**src/rtl/dmem_arb_pkg.sv**
```systemverilog
// Shared definitions for the data-memory arbiter.
//   state_t          : arbiter FSM states
//   WIDTH_WORD       : width code for a 32-bit access
//   READ_LAT_DEF     : default memory read latency (cycles)
//   DMA_MAX_WAIT_DEF : default number of lost arbitrations tolerated by the DMA
package dmem_arb_pkg;

  typedef enum logic [1:0] {
    IDLE     = 2'd0,
    CPU_RD   = 2'd1,
    DMA_RD   = 2'd2,
    CPU_DONE = 2'd3
  } state_t;

  localparam logic [1:0] WIDTH_WORD = 2'b10;

  localparam int READ_LAT_DEF     = 1;
  localparam int DMA_MAX_WAIT_DEF = 4;

endpackage

```
**src/rtl/dmem_arbiter_if.sv**
```systemverilog
// Signal bundle between the CPU MEM stage, the DMA engine, the data memory
// and the arbiter.
//   cpu_*  : CPU request (req/wr/width/unsigned/addr/wdata), stall and load data
//   dma_*  : DMA request (req/wr/addr/wdata), grant pulse, read data and valid
//   mem_*  : strobes, width, zero-extend, address and write data to memory,
//            read data back from memory
// Modports:
//   slave  : the arbiter
//   master : the surrounding requesters and memory
interface dmem_arbiter_if;

  logic        cpu_req;
  logic        cpu_wr;
  logic [1:0]  cpu_width;
  logic        cpu_unsigned;
  logic [31:0] cpu_addr;
  logic [31:0] cpu_wdata;
  logic        cpu_stall;
  logic [31:0] cpu_rdata;

  logic        dma_req;
  logic        dma_wr;
  logic [31:0] dma_addr;
  logic [31:0] dma_wdata;
  logic        dma_gnt;
  logic        dma_rvalid;
  logic [31:0] dma_rdata;

  logic        mem_rd_en;
  logic        mem_wrt_en;
  logic [1:0]  mem_width;
  logic        mem_unsigned;
  logic [31:0] mem_addr;
  logic [31:0] mem_wdata;
  logic [31:0] mem_rd_data;

  modport slave (
    input  cpu_req, cpu_wr, cpu_width, cpu_unsigned, cpu_addr, cpu_wdata,
    output cpu_stall, cpu_rdata,
    input  dma_req, dma_wr, dma_addr, dma_wdata,
    output dma_gnt, dma_rvalid, dma_rdata,
    output mem_rd_en, mem_wrt_en, mem_width, mem_unsigned, mem_addr, mem_wdata,
    input  mem_rd_data
  );

  modport master (
    output cpu_req, cpu_wr, cpu_width, cpu_unsigned, cpu_addr, cpu_wdata,
    input  cpu_stall, cpu_rdata,
    output dma_req, dma_wr, dma_addr, dma_wdata,
    input  dma_gnt, dma_rvalid, dma_rdata,
    input  mem_rd_en, mem_wrt_en, mem_width, mem_unsigned, mem_addr, mem_wdata,
    output mem_rd_data
  );

endinterface

```
**src/rtl/dmem_arbiter.sv**
```systemverilog
// Data-memory arbiter between the CPU MEM stage and a DMA engine.
// Arbitration happens only when idle. The CPU normally wins, but once the DMA
// has lost DMA_MAX_WAIT consecutive arbitrations it is forced to win. Writes
// complete in their issue cycle; reads wait READ_LAT cycles for memory data.
// Ports:
//   clk : sole clock, all state on posedge
//   rst : synchronous active-high reset
//   bus : dmem_arbiter_if.slave (CPU, DMA and memory signals)
module dmem_arbiter
  import dmem_arb_pkg::*;
#(
  parameter int READ_LAT     = READ_LAT_DEF,
  parameter int DMA_MAX_WAIT = DMA_MAX_WAIT_DEF
) (
  input  logic           clk,
  input  logic           rst,
  dmem_arbiter_if.slave  bus
);

  localparam int SW = (DMA_MAX_WAIT < 1) ? 1 : $clog2(DMA_MAX_WAIT + 1);
  localparam logic [SW-1:0] STARVE_MAX = SW'(DMA_MAX_WAIT);
  localparam logic [1:0]    LAT_END    = 2'(READ_LAT);

  state_t        state, state_nx;
  logic [1:0]    lat_cnt, lat_cnt_nx;
  logic [SW-1:0] starve_cnt, starve_nx;
  logic          cpu_win, dma_win, capture;

  always_comb begin
    state_nx         = state;
    lat_cnt_nx       = lat_cnt;
    starve_nx        = starve_cnt;
    cpu_win          = 1'b0;
    dma_win          = 1'b0;
    capture          = 1'b0;
    bus.mem_rd_en    = 1'b0;
    bus.mem_wrt_en   = 1'b0;
    bus.mem_width    = bus.cpu_width;
    bus.mem_unsigned = bus.cpu_unsigned;
    bus.mem_addr     = bus.cpu_addr;
    bus.mem_wdata    = bus.cpu_wdata;
    bus.dma_gnt      = 1'b0;
    bus.cpu_stall    = 1'b0;

    case (state)
      IDLE: begin
        // lat_cnt sits at 0 while idle; the issue edge advances it to 1 so
        // it equals READ_LAT in the cycle the memory data is valid.
        lat_cnt_nx = 2'd0;
        if (bus.cpu_req && (!bus.dma_req || (starve_cnt < STARVE_MAX))) begin
          cpu_win = 1'b1;
        end else if (bus.dma_req) begin
          dma_win = 1'b1;
        end

        if (cpu_win) begin
          bus.mem_rd_en  = !bus.cpu_wr;
          bus.mem_wrt_en = bus.cpu_wr;
          if (!bus.cpu_wr) begin
            state_nx   = CPU_RD;
            lat_cnt_nx = 2'd1;
          end
        end else if (dma_win) begin
          bus.dma_gnt      = 1'b1;
          bus.mem_rd_en    = !bus.dma_wr;
          bus.mem_wrt_en   = bus.dma_wr;
          bus.mem_width    = WIDTH_WORD;
          bus.mem_unsigned = 1'b0;
          bus.mem_addr     = bus.dma_addr;
          bus.mem_wdata    = bus.dma_wdata;
          if (!bus.dma_wr) begin
            state_nx   = DMA_RD;
            lat_cnt_nx = 2'd1;
          end
        end

        if (!bus.dma_req || dma_win) begin
          starve_nx = '0;
        end else if (cpu_win && (starve_cnt < STARVE_MAX)) begin
          starve_nx = starve_cnt + 1'b1;
        end
      end

      CPU_RD, DMA_RD: begin
        if (lat_cnt == LAT_END) begin
          capture    = 1'b1;
          lat_cnt_nx = 2'd0;
          state_nx   = (state == CPU_RD) ? CPU_DONE : IDLE;
        end else begin
          lat_cnt_nx = lat_cnt + 2'd1;
        end
        if (!bus.dma_req) starve_nx = '0;
      end

      CPU_DONE: begin
        state_nx = IDLE;
        if (!bus.dma_req) starve_nx = '0;
      end

      default: state_nx = IDLE;
    endcase

    // The CPU only proceeds on a store issuing now or once its load data is in.
    bus.cpu_stall = bus.cpu_req && !((cpu_win && bus.cpu_wr) || (state == CPU_DONE));

    if (rst) begin
      bus.mem_rd_en  = 1'b0;
      bus.mem_wrt_en = 1'b0;
      bus.dma_gnt    = 1'b0;
      bus.cpu_stall  = 1'b0;
    end
  end

  always_ff @(posedge clk) begin
    if (rst) begin
      state          <= IDLE;
      lat_cnt        <= 2'd0;
      starve_cnt     <= '0;
      bus.cpu_rdata  <= 32'd0;
      bus.dma_rdata  <= 32'd0;
      bus.dma_rvalid <= 1'b0;
    end else begin
      state          <= state_nx;
      lat_cnt        <= lat_cnt_nx;
      starve_cnt     <= starve_nx;
      bus.dma_rvalid <= capture && (state == DMA_RD);
      if (capture && (state == CPU_RD)) bus.cpu_rdata <= bus.mem_rd_data;
      if (capture && (state == DMA_RD)) bus.dma_rdata <= bus.mem_rd_data;
    end
  end

endmodule

```
**src/flat_wrapper.sv**
```systemverilog
// flat-port wrapper written by rule: the top's interface ports become plain ports
module dmem_arbiter_flat import dmem_arb_pkg::*;
#(
  parameter int READ_LAT     = READ_LAT_DEF,
  parameter int DMA_MAX_WAIT = DMA_MAX_WAIT_DEF
)
  (clk, rst, bus_cpu_req, bus_cpu_wr, bus_cpu_width, bus_cpu_unsigned, bus_cpu_addr, bus_cpu_wdata, bus_cpu_stall, bus_cpu_rdata, bus_dma_req, bus_dma_wr, bus_dma_addr, bus_dma_wdata, bus_dma_gnt, bus_dma_rvalid, bus_dma_rdata, bus_mem_rd_en, bus_mem_wrt_en, bus_mem_width, bus_mem_unsigned, bus_mem_addr, bus_mem_wdata, bus_mem_rd_data);
  dmem_arbiter_if bus_i ();
  input  logic clk;
  input  logic rst;
  input wire logic [$bits(bus_i.cpu_req)-1:0] bus_cpu_req;
  input wire logic [$bits(bus_i.cpu_wr)-1:0] bus_cpu_wr;
  input wire logic [$bits(bus_i.cpu_width)-1:0] bus_cpu_width;
  input wire logic [$bits(bus_i.cpu_unsigned)-1:0] bus_cpu_unsigned;
  input wire logic [$bits(bus_i.cpu_addr)-1:0] bus_cpu_addr;
  input wire logic [$bits(bus_i.cpu_wdata)-1:0] bus_cpu_wdata;
  output wire logic [$bits(bus_i.cpu_stall)-1:0] bus_cpu_stall;
  output wire logic [$bits(bus_i.cpu_rdata)-1:0] bus_cpu_rdata;
  input wire logic [$bits(bus_i.dma_req)-1:0] bus_dma_req;
  input wire logic [$bits(bus_i.dma_wr)-1:0] bus_dma_wr;
  input wire logic [$bits(bus_i.dma_addr)-1:0] bus_dma_addr;
  input wire logic [$bits(bus_i.dma_wdata)-1:0] bus_dma_wdata;
  output wire logic [$bits(bus_i.dma_gnt)-1:0] bus_dma_gnt;
  output wire logic [$bits(bus_i.dma_rvalid)-1:0] bus_dma_rvalid;
  output wire logic [$bits(bus_i.dma_rdata)-1:0] bus_dma_rdata;
  output wire logic [$bits(bus_i.mem_rd_en)-1:0] bus_mem_rd_en;
  output wire logic [$bits(bus_i.mem_wrt_en)-1:0] bus_mem_wrt_en;
  output wire logic [$bits(bus_i.mem_width)-1:0] bus_mem_width;
  output wire logic [$bits(bus_i.mem_unsigned)-1:0] bus_mem_unsigned;
  output wire logic [$bits(bus_i.mem_addr)-1:0] bus_mem_addr;
  output wire logic [$bits(bus_i.mem_wdata)-1:0] bus_mem_wdata;
  input wire logic [$bits(bus_i.mem_rd_data)-1:0] bus_mem_rd_data;
  assign bus_i.cpu_req = bus_cpu_req;
  assign bus_i.cpu_wr = bus_cpu_wr;
  assign bus_i.cpu_width = bus_cpu_width;
  assign bus_i.cpu_unsigned = bus_cpu_unsigned;
  assign bus_i.cpu_addr = bus_cpu_addr;
  assign bus_i.cpu_wdata = bus_cpu_wdata;
  assign bus_cpu_stall = bus_i.cpu_stall;
  assign bus_cpu_rdata = bus_i.cpu_rdata;
  assign bus_i.dma_req = bus_dma_req;
  assign bus_i.dma_wr = bus_dma_wr;
  assign bus_i.dma_addr = bus_dma_addr;
  assign bus_i.dma_wdata = bus_dma_wdata;
  assign bus_dma_gnt = bus_i.dma_gnt;
  assign bus_dma_rvalid = bus_i.dma_rvalid;
  assign bus_dma_rdata = bus_i.dma_rdata;
  assign bus_mem_rd_en = bus_i.mem_rd_en;
  assign bus_mem_wrt_en = bus_i.mem_wrt_en;
  assign bus_mem_width = bus_i.mem_width;
  assign bus_mem_unsigned = bus_i.mem_unsigned;
  assign bus_mem_addr = bus_i.mem_addr;
  assign bus_mem_wdata = bus_i.mem_wdata;
  assign bus_i.mem_rd_data = bus_mem_rd_data;
  dmem_arbiter #(.READ_LAT(READ_LAT), .DMA_MAX_WAIT(DMA_MAX_WAIT)) u_core (.clk(clk), .rst(rst), .bus(bus_i));
endmodule
```
**config.mk**
```make
export PLATFORM = sky130hd
export DESIGN_NAME = dmem_arbiter_flat
export DESIGN_NICKNAME = d
export VERILOG_FILES = /design/src/rtl/dmem_arb_pkg.sv /design/src/rtl/dmem_arbiter_if.sv /design/src/rtl/dmem_arbiter.sv /design/src/flat_wrapper.sv
export SDC_FILE = /design/constraint.sdc
export NUM_CORES = 1
export LEC_CHECK = 0
export CORE_AREA = 2 2 118 120
export CTS_CLUSTER_SIZE = 40
export DETAILED_ROUTE_END_ITERATION = 12
export DIE_AREA = 0 0 120 122
export PLACE_DENSITY = 0.8
export SLEW_MARGIN = 30
export SYNTH_ARGS = -nofsm -noshare
export SYNTH_HDL_FRONTEND = slang
export SYNTH_SLANG_ARGS = --single-unit
```
**constraint.sdc**
```tcl
create_clock -name clk -period 4.7 [get_ports clk]
set_input_delay 0.94 -clock clk [delete_from_list [all_inputs] [get_ports clk]]
set_output_delay 0.94 -clock clk [all_outputs]
set_load 0.005 [all_outputs]
```
==> impl_metrics.json, run 1 <==
{
  "grt_max_degree": 52,
  "total_power_mw": 2.08,
  "highest_layer": "met4",
  "preCtsSetupSlack_ps": 849,
  "synth_ff_type": "dfxtp_1",
  "synth-seq-area-share_pct": 39.9,
  "drv_cap": 0,
  "synthArstFlopShare_pct": 0,
  "crit_start": "bus_cpu_req",
  "p_leak_nw": 2.57,
  "tns_ps": 0,
  "path_class": "primary input to output pin",
  "grt_pass1_vias": 3893,
  "synth-edff-count": 0,
  "peakVddDrop_mv": 0.140,
  "synth.distinct_cells": 29,
  "grt_pass1_wl_microns": 22900,
  "vias_per_cell": 4.47,
  "cts_buffer_depth": 2,
  "synthTopCellsByArea": "dfxtp_1, mux2_2, nand2_1, a21oi_1, mux2_4",
  "syn_area_per_cell_sq_um": 8.62,
  "power.density_mw_per_mm2": 294,
  "cp.arrival_ps": 2910,
  "synth_top_area_share_pct": 39.9,
  "finalCriticalPeriod_ps": 3850,
  "wl_microns": 16300,
  "areaGrowthSynthToFinish_pct": 95.9,
  "required_ps": 3760,
  "nFillCells": 1228,
  "grt_overflow_total": 0,
  "yosys_warnings": 0,
  "synthesis.area_sq_mm": 0.00361,
  "io_buffer_count": 304,
  "grt_antenna_before_repair": 1,
  "hp-start": "u_core.bus.cpu_rdata[24]",
  "fin_crit_sh_pct": 82.0,
  "outcome": "complete, no violations",
  "hold_depth": 2,
  "clock_latency_ps": 320,
  "cts.sinks": 72,
  "met2_length_microns": 7700,
  "end_kind": "output pin",
  "skew_ps": 4.65,
  "fmax_mhz": 259,
  "synth_nets": 595,
  "globalplace.congestion": 0.879,
  "wl_met1_microns": 6730,
  "grt_usage_pct": 21.0,
  "rr_endpoint": "u_core.bus.dma_rdata[24]",
  "worstHoldEndpoint": "u_core.bus.cpu_rdata[24]",
  "synthCells": 419,
  "dieWidth_microns": 120,
  "met3_length_microns": 1420,
  "reg2reg_slack_ps": 2510,
  "placeableCoreArea_sq_mm": 0.0135,
  "post_cts_buffers": 0,
  "setup_viol": 0,
  "ys_ff_latch": 72,
  "multiInputGateArea_sq_mm": 0.00200,
  "drive_gt1_share_pct": 12.9,
  "nets": 887,
  "utilization_pct": 52.4,
  "cts_hold_buffers": 0,
  "cts_made_buffers": 9,
  "clkTransAtPathRegs_ps": 50,
  "synth.most_common_cell": "nand2_1",
  "tightest_slew_ps": 553,
  "die_h_microns": 122,
  "yosys-top-cells-count": "nand2_1, dfxtp_1, a21oi_1",
  "drt_iter0_drc": 238,
  "fin_ws_ps": 846,
  "timing.hold.ws_ps": 451,
  "rsz0062_at_grt": "no",
  "hold_violations": 0,
  "hp-class": "register to register",
  "dr.pass1.iters": 4,
  "detail_route.wl_per_cell_microns": 18.2,
  "synth.largest_area_cell": "dfxtp_1",
  "worstPathMaxFanout": 48,
  "row_count": 43,
  "cts_resized": 0,
  "htreeDepth": 3,
  "seq_area_sq_mm": 0.00144,
  "clockRootBuffer": "clkbuf_16",
  "drv_slew": 0,
  "num_io_pins": 305,
  "worstRegToRegCells": 7,
  "r2r_start": "u_core.state[0]",
  "die_area_sq_mm": 0.0146,
  "cts_tree": "done",
  "drc": 0,
  "start_util_pct": 26.8,
  "vias": 4002,
  "slew-limit-headroom_pct": 63.0,
  "dp_hpwl_microns": 13100,
  "startpoint_type": "primary input",
  "ant_nets": 0
}
[logic make-up (layout without fill, tap and decap cells)]
logic type               after synthesis  in the layout  share of synthesized area [%]
multiplexers                          68             68                           22.9
flip-flops                            72             72                           39.9
AO/OA/AOI/OAI                         75             75                           11.1
adder cells (fa/ha/maj)                7              7                           2.42
buffers and inverters                 35            331                           4.78
AND/OR/NAND/NOR                      162            162                           18.9
other                                  0              1                              0
[worst max-delay path, cell delays in order]
cell and delay (ps):
clkdlybuf4s50_1 580, nand2b_4 90, nand3_4 100, buf_12 250
mux2_2 420, clkdlybuf4s50_1 510
[routing by layer]
metal  vias to the layer above  GRT usage [%]
met1                      1825           25.2
met4                         0           7.79
met5                         -              0
met2                       172           33.9
met3                        24           8.47
li1                       1981              -
[cell type report]
cell class	count	area share [%]
antenna	1	0.0353
clock inverter	3	0.601
inverter	5	0.265
sequential	72	20.4
tap	180	3.18
timing repair buffer	311	43.8
clock buffer	12	3.48
multi-input combinational	312	28.2
[power by group]
group / internal [mW] / total (mW) / switching, mW
Combinational: 0.474 / 0.763 / 0.289
Sequential: 0.637 / 0.657 / 0.0203
Clock: 0.422 / 0.664 / 0.242
[through the flow]
| stage | instance area (sq um) | instances |
|---|---|---|
| 5_1_grt | 7080 | 895 |
| 3_5_place_dp | 6790 | 880 |
| 6_report | 7080 | 896 |
| 2_1_floorplan | 3610 | 419 |
| 4_1_cts | 7080 | 895 |
| 3_3_place_gp | 6790 | 880 |
[flip-flops by register name, summed over array words and instances, names as in the netlist]
name	flops
u_core.bus.dma_rvalid	1
u_core.state	2
u_core.lat_cnt	2
u_core.starve_cnt	3
u_core.bus.dma_rdata	32
u_core.bus.cpu_rdata	32
[cells in the final DEF (no fill, tap or decap), types with 6 or more instances in the layout]
master and n:
a21oi_1 69, buf_4 6, clkbuf_16 9, clkdlybuf4s50_1 303
dfxtp_1 72, ha_1 7, mux2_2 49, mux2_4 17
nand2_1 133, nor2_1 9
[worst max path at each step]
| stage | endpoint | slack, ps | cells after the start |
|---|---|---|---|
| after global placement | bus_mem_addr[8] | 860 | 6 |
| after floorplan | bus_mem_wdata[15] | 2070 | 5 |
| after global routing | bus_mem_addr[31] | 800 | 6 |
| after CTS | bus_mem_addr[8] | 840 | 6 |
| after detailed placement | bus_mem_addr[8] | 850 | 6 |
| final | bus_mem_addr[31] | 850 | 6 |
Power figures use the tool's default switching activity.
==> run 2, diff against run 1 <==
--- a/config.mk
+++ b/config.mk
@@ -9,7 +9,7 @@
 export CTS_CLUSTER_SIZE = 40
 export DETAILED_ROUTE_END_ITERATION = 12
 export DIE_AREA = 0 0 120 122
-export PLACE_DENSITY = 0.8
+export PLACE_DENSITY = 0.83
 export SLEW_MARGIN = 30
 export SYNTH_ARGS = -nofsm -noshare
 export SYNTH_HDL_FRONTEND = slang
==> constraint.sdc (replaced) <==
create_clock -name clk -period 3.4 [get_ports clk]
set_input_delay 0.68 -clock clk [delete_from_list [all_inputs] [get_ports clk]]
set_output_delay 0.68 -clock clk [all_outputs]
set_load 0.005 [all_outputs]
==> run 2 against run 1 <==
Total power up 48%. Cell count grew 0.11%. Critical path depth did not move. Clock power grew 67%. Flip-flop and latch count stayed put. Largest power group is now the clock network. Count of clock-buffer cells in the layout fell by 2. First-iteration DRC count down 1.7%. Global-route usage up 0.74 points. Sequential share of layout area down 0.21 points. Sequential power up 38%.
==> impl_metrics.json, run 2 (synthesis results as in run 1) <==
{
  "setup_viol": 0,
  "grt_pass1_vias": 3867,
  "io_buffer_count": 304,
  "tightest_slew_ps": 687,
  "mostFrequentLayoutCell": "clkdlybuf4s50_1",
  "cts_resized": 0,
  "drv_cap": 0,
  "wl_microns": 16500,
  "dp_cells": 880,
  "areaGrowthSynthToFinish_pct": 98.0,
  "die_h_microns": 122,
  "outcome": "complete, no violations",
  "drv_slew": 0,
  "nets": 887,
  "power.density_mw_per_mm2": 431,
  "worstPathMaxFanout": 36,
  "detail_route.wl_per_cell_microns": 18.4,
  "htreeDepth": 3,
  "skew_ps": 6.87,
  "reg_top3": "u_core.bus.cpu_rdata: 32 flops, u_core.bus.dma_rdata: 32 flops, u_core.starve_cnt: 3 flops",
  "die_area_sq_mm": 0.0146,
  "dieWidth_microns": 120,
  "finalInstanceArea_sq_mm": 0.00715,
  "grt_max_degree": 65,
  "path_class": "primary input to output pin",
  "clockRootBuffer": "clkbuf_16",
  "cts_made_buffers": 9,
  "start_util_pct": 26.8,
  "cts_tree": "done",
  "grt_pass1_wl_microns": 23600,
  "fmax_mhz": 305,
  "fin_crit_sh_pct": 96.4,
  "vias": 4040,
  "nFillCells": 1193,
  "clkTransAtPathRegs_ps": 60,
  "hold_violations": 0,
  "clock_latency_ps": 340,
  "p_leak_nw": 2.61,
  "vias_per_cell": 4.50,
  "finalCriticalPeriod_ps": 3280,
  "seq_area_sq_mm": 0.00144,
  "row_count": 43,
  "rsz0062_at_grt": "no",
  "tns_ps": 0,
  "dpl_cell_area_sq_mm": 0.00680,
  "final_cells": 897,
  "required_ps": 2720,
  "dp_hpwl_microns": 13200,
  "layout_common_cells": "clkdlybuf4s50_1, nand2_1, dfxtp_1",
  "globalplace.congestion": 0.887,
  "grt_antenna_before_repair": 2,
  "startpoint_type": "primary input",
  "cp.arrival_ps": 2600,
  "drt_iter0_drc": 234,
  "cts.sinks": 72,
  "hp-class": "register to register",
  "dr.pass1.iters": 4,
  "end_kind": "output pin",
  "cts_buffer_depth": 2,
  "peakVddDrop_mv": 0.209,
  "multiInputGateArea_sq_mm": 0.00200,
  "slew-limit-headroom_pct": 54.2,
  "cts_hold_buffers": 0,
  "grt_overflow_total": 0,
  "drive_gt1_share_pct": 13.4,
  "drc": 0,
  "ant_nets": 0,
  "placeableCoreArea_sq_mm": 0.0135,
  "grt_usage_pct": 21.8,
  "num_io_pins": 305,
  "post_cts_buffers": 0
}
==> run 2: worst paths after layout <==
path | endpoint | depth (start not counted) | slack, ps | startpoint
worst max-delay path | bus_mem_addr[2] | 6 | 120 | bus_cpu_req
worst min-delay path | u_core.bus.dma_rdata[11] | 2 | 450 | u_core.bus.dma_rdata[11]
worst max register to register | u_core.bus.dma_rdata[17] | 7 | 1140 | u_core.state[1]
worst min register to register | u_core.bus.dma_rdata[11] | 2 | 450 | u_core.bus.dma_rdata[11]
==> run 2: through the flow <==
step | hold slack (ps) | setup WS (ps) | utilization (%) | power [mW]
after floorplan | 449 | 1290 | - | 1.39
after global placement | 441 | 159 | 50.3 | 1.99
after detailed placement | 446 | 137 | 50.3 | 1.99
after CTS | 454 | 130 | 53.0 | 3.12
after global routing | 467 | 63.8 | 53.0 | 3.22
final | 452 | 123 | 53.0 | 3.08
==> run 2: cell type report <==
cell class / instances / area share [%]
Antenna cell: 1 / 0.0350
Clock buffer: 10 / 3.34
Clock inverter: 6 / 1.59
Inverter: 5 / 0.262
Multi-Input combinational cell: 312 / 28.0
Sequential cell: 72 / 20.2
Tap cell: 180 / 3.15
Timing Repair Buffer: 311 / 43.5
==> run 2: worst max-delay path: stages <==
cell and delay (ps):
clkdlybuf4s50_1 560, nand2b_4 90, nand3_4 110, buf_12 230, mux2_2 400, clkdlybuf4s50_1 510
==> run 2: where the power goes <==
group	switching, mW	internal (mW)	leakage, nW
Clock	0.373	0.739	0.165
Combinational	0.403	0.660	1.86
Sequential	0.0275	0.880	0.581
==> run 2: routing by layer <==
| metal | vias up | GRT usage, % | wire length [microns] |
|---|---|---|---|
| li1 | 1980 | - | - |
| met1 | 1872 | 27.2 | 6960 |
| met2 | 168 | 34.2 | 7800 |
| met3 | 20 | 8.90 | 1500 |
| met4 | 0 | 6.99 | 278 |
| met5 | - | 0 | 0 |
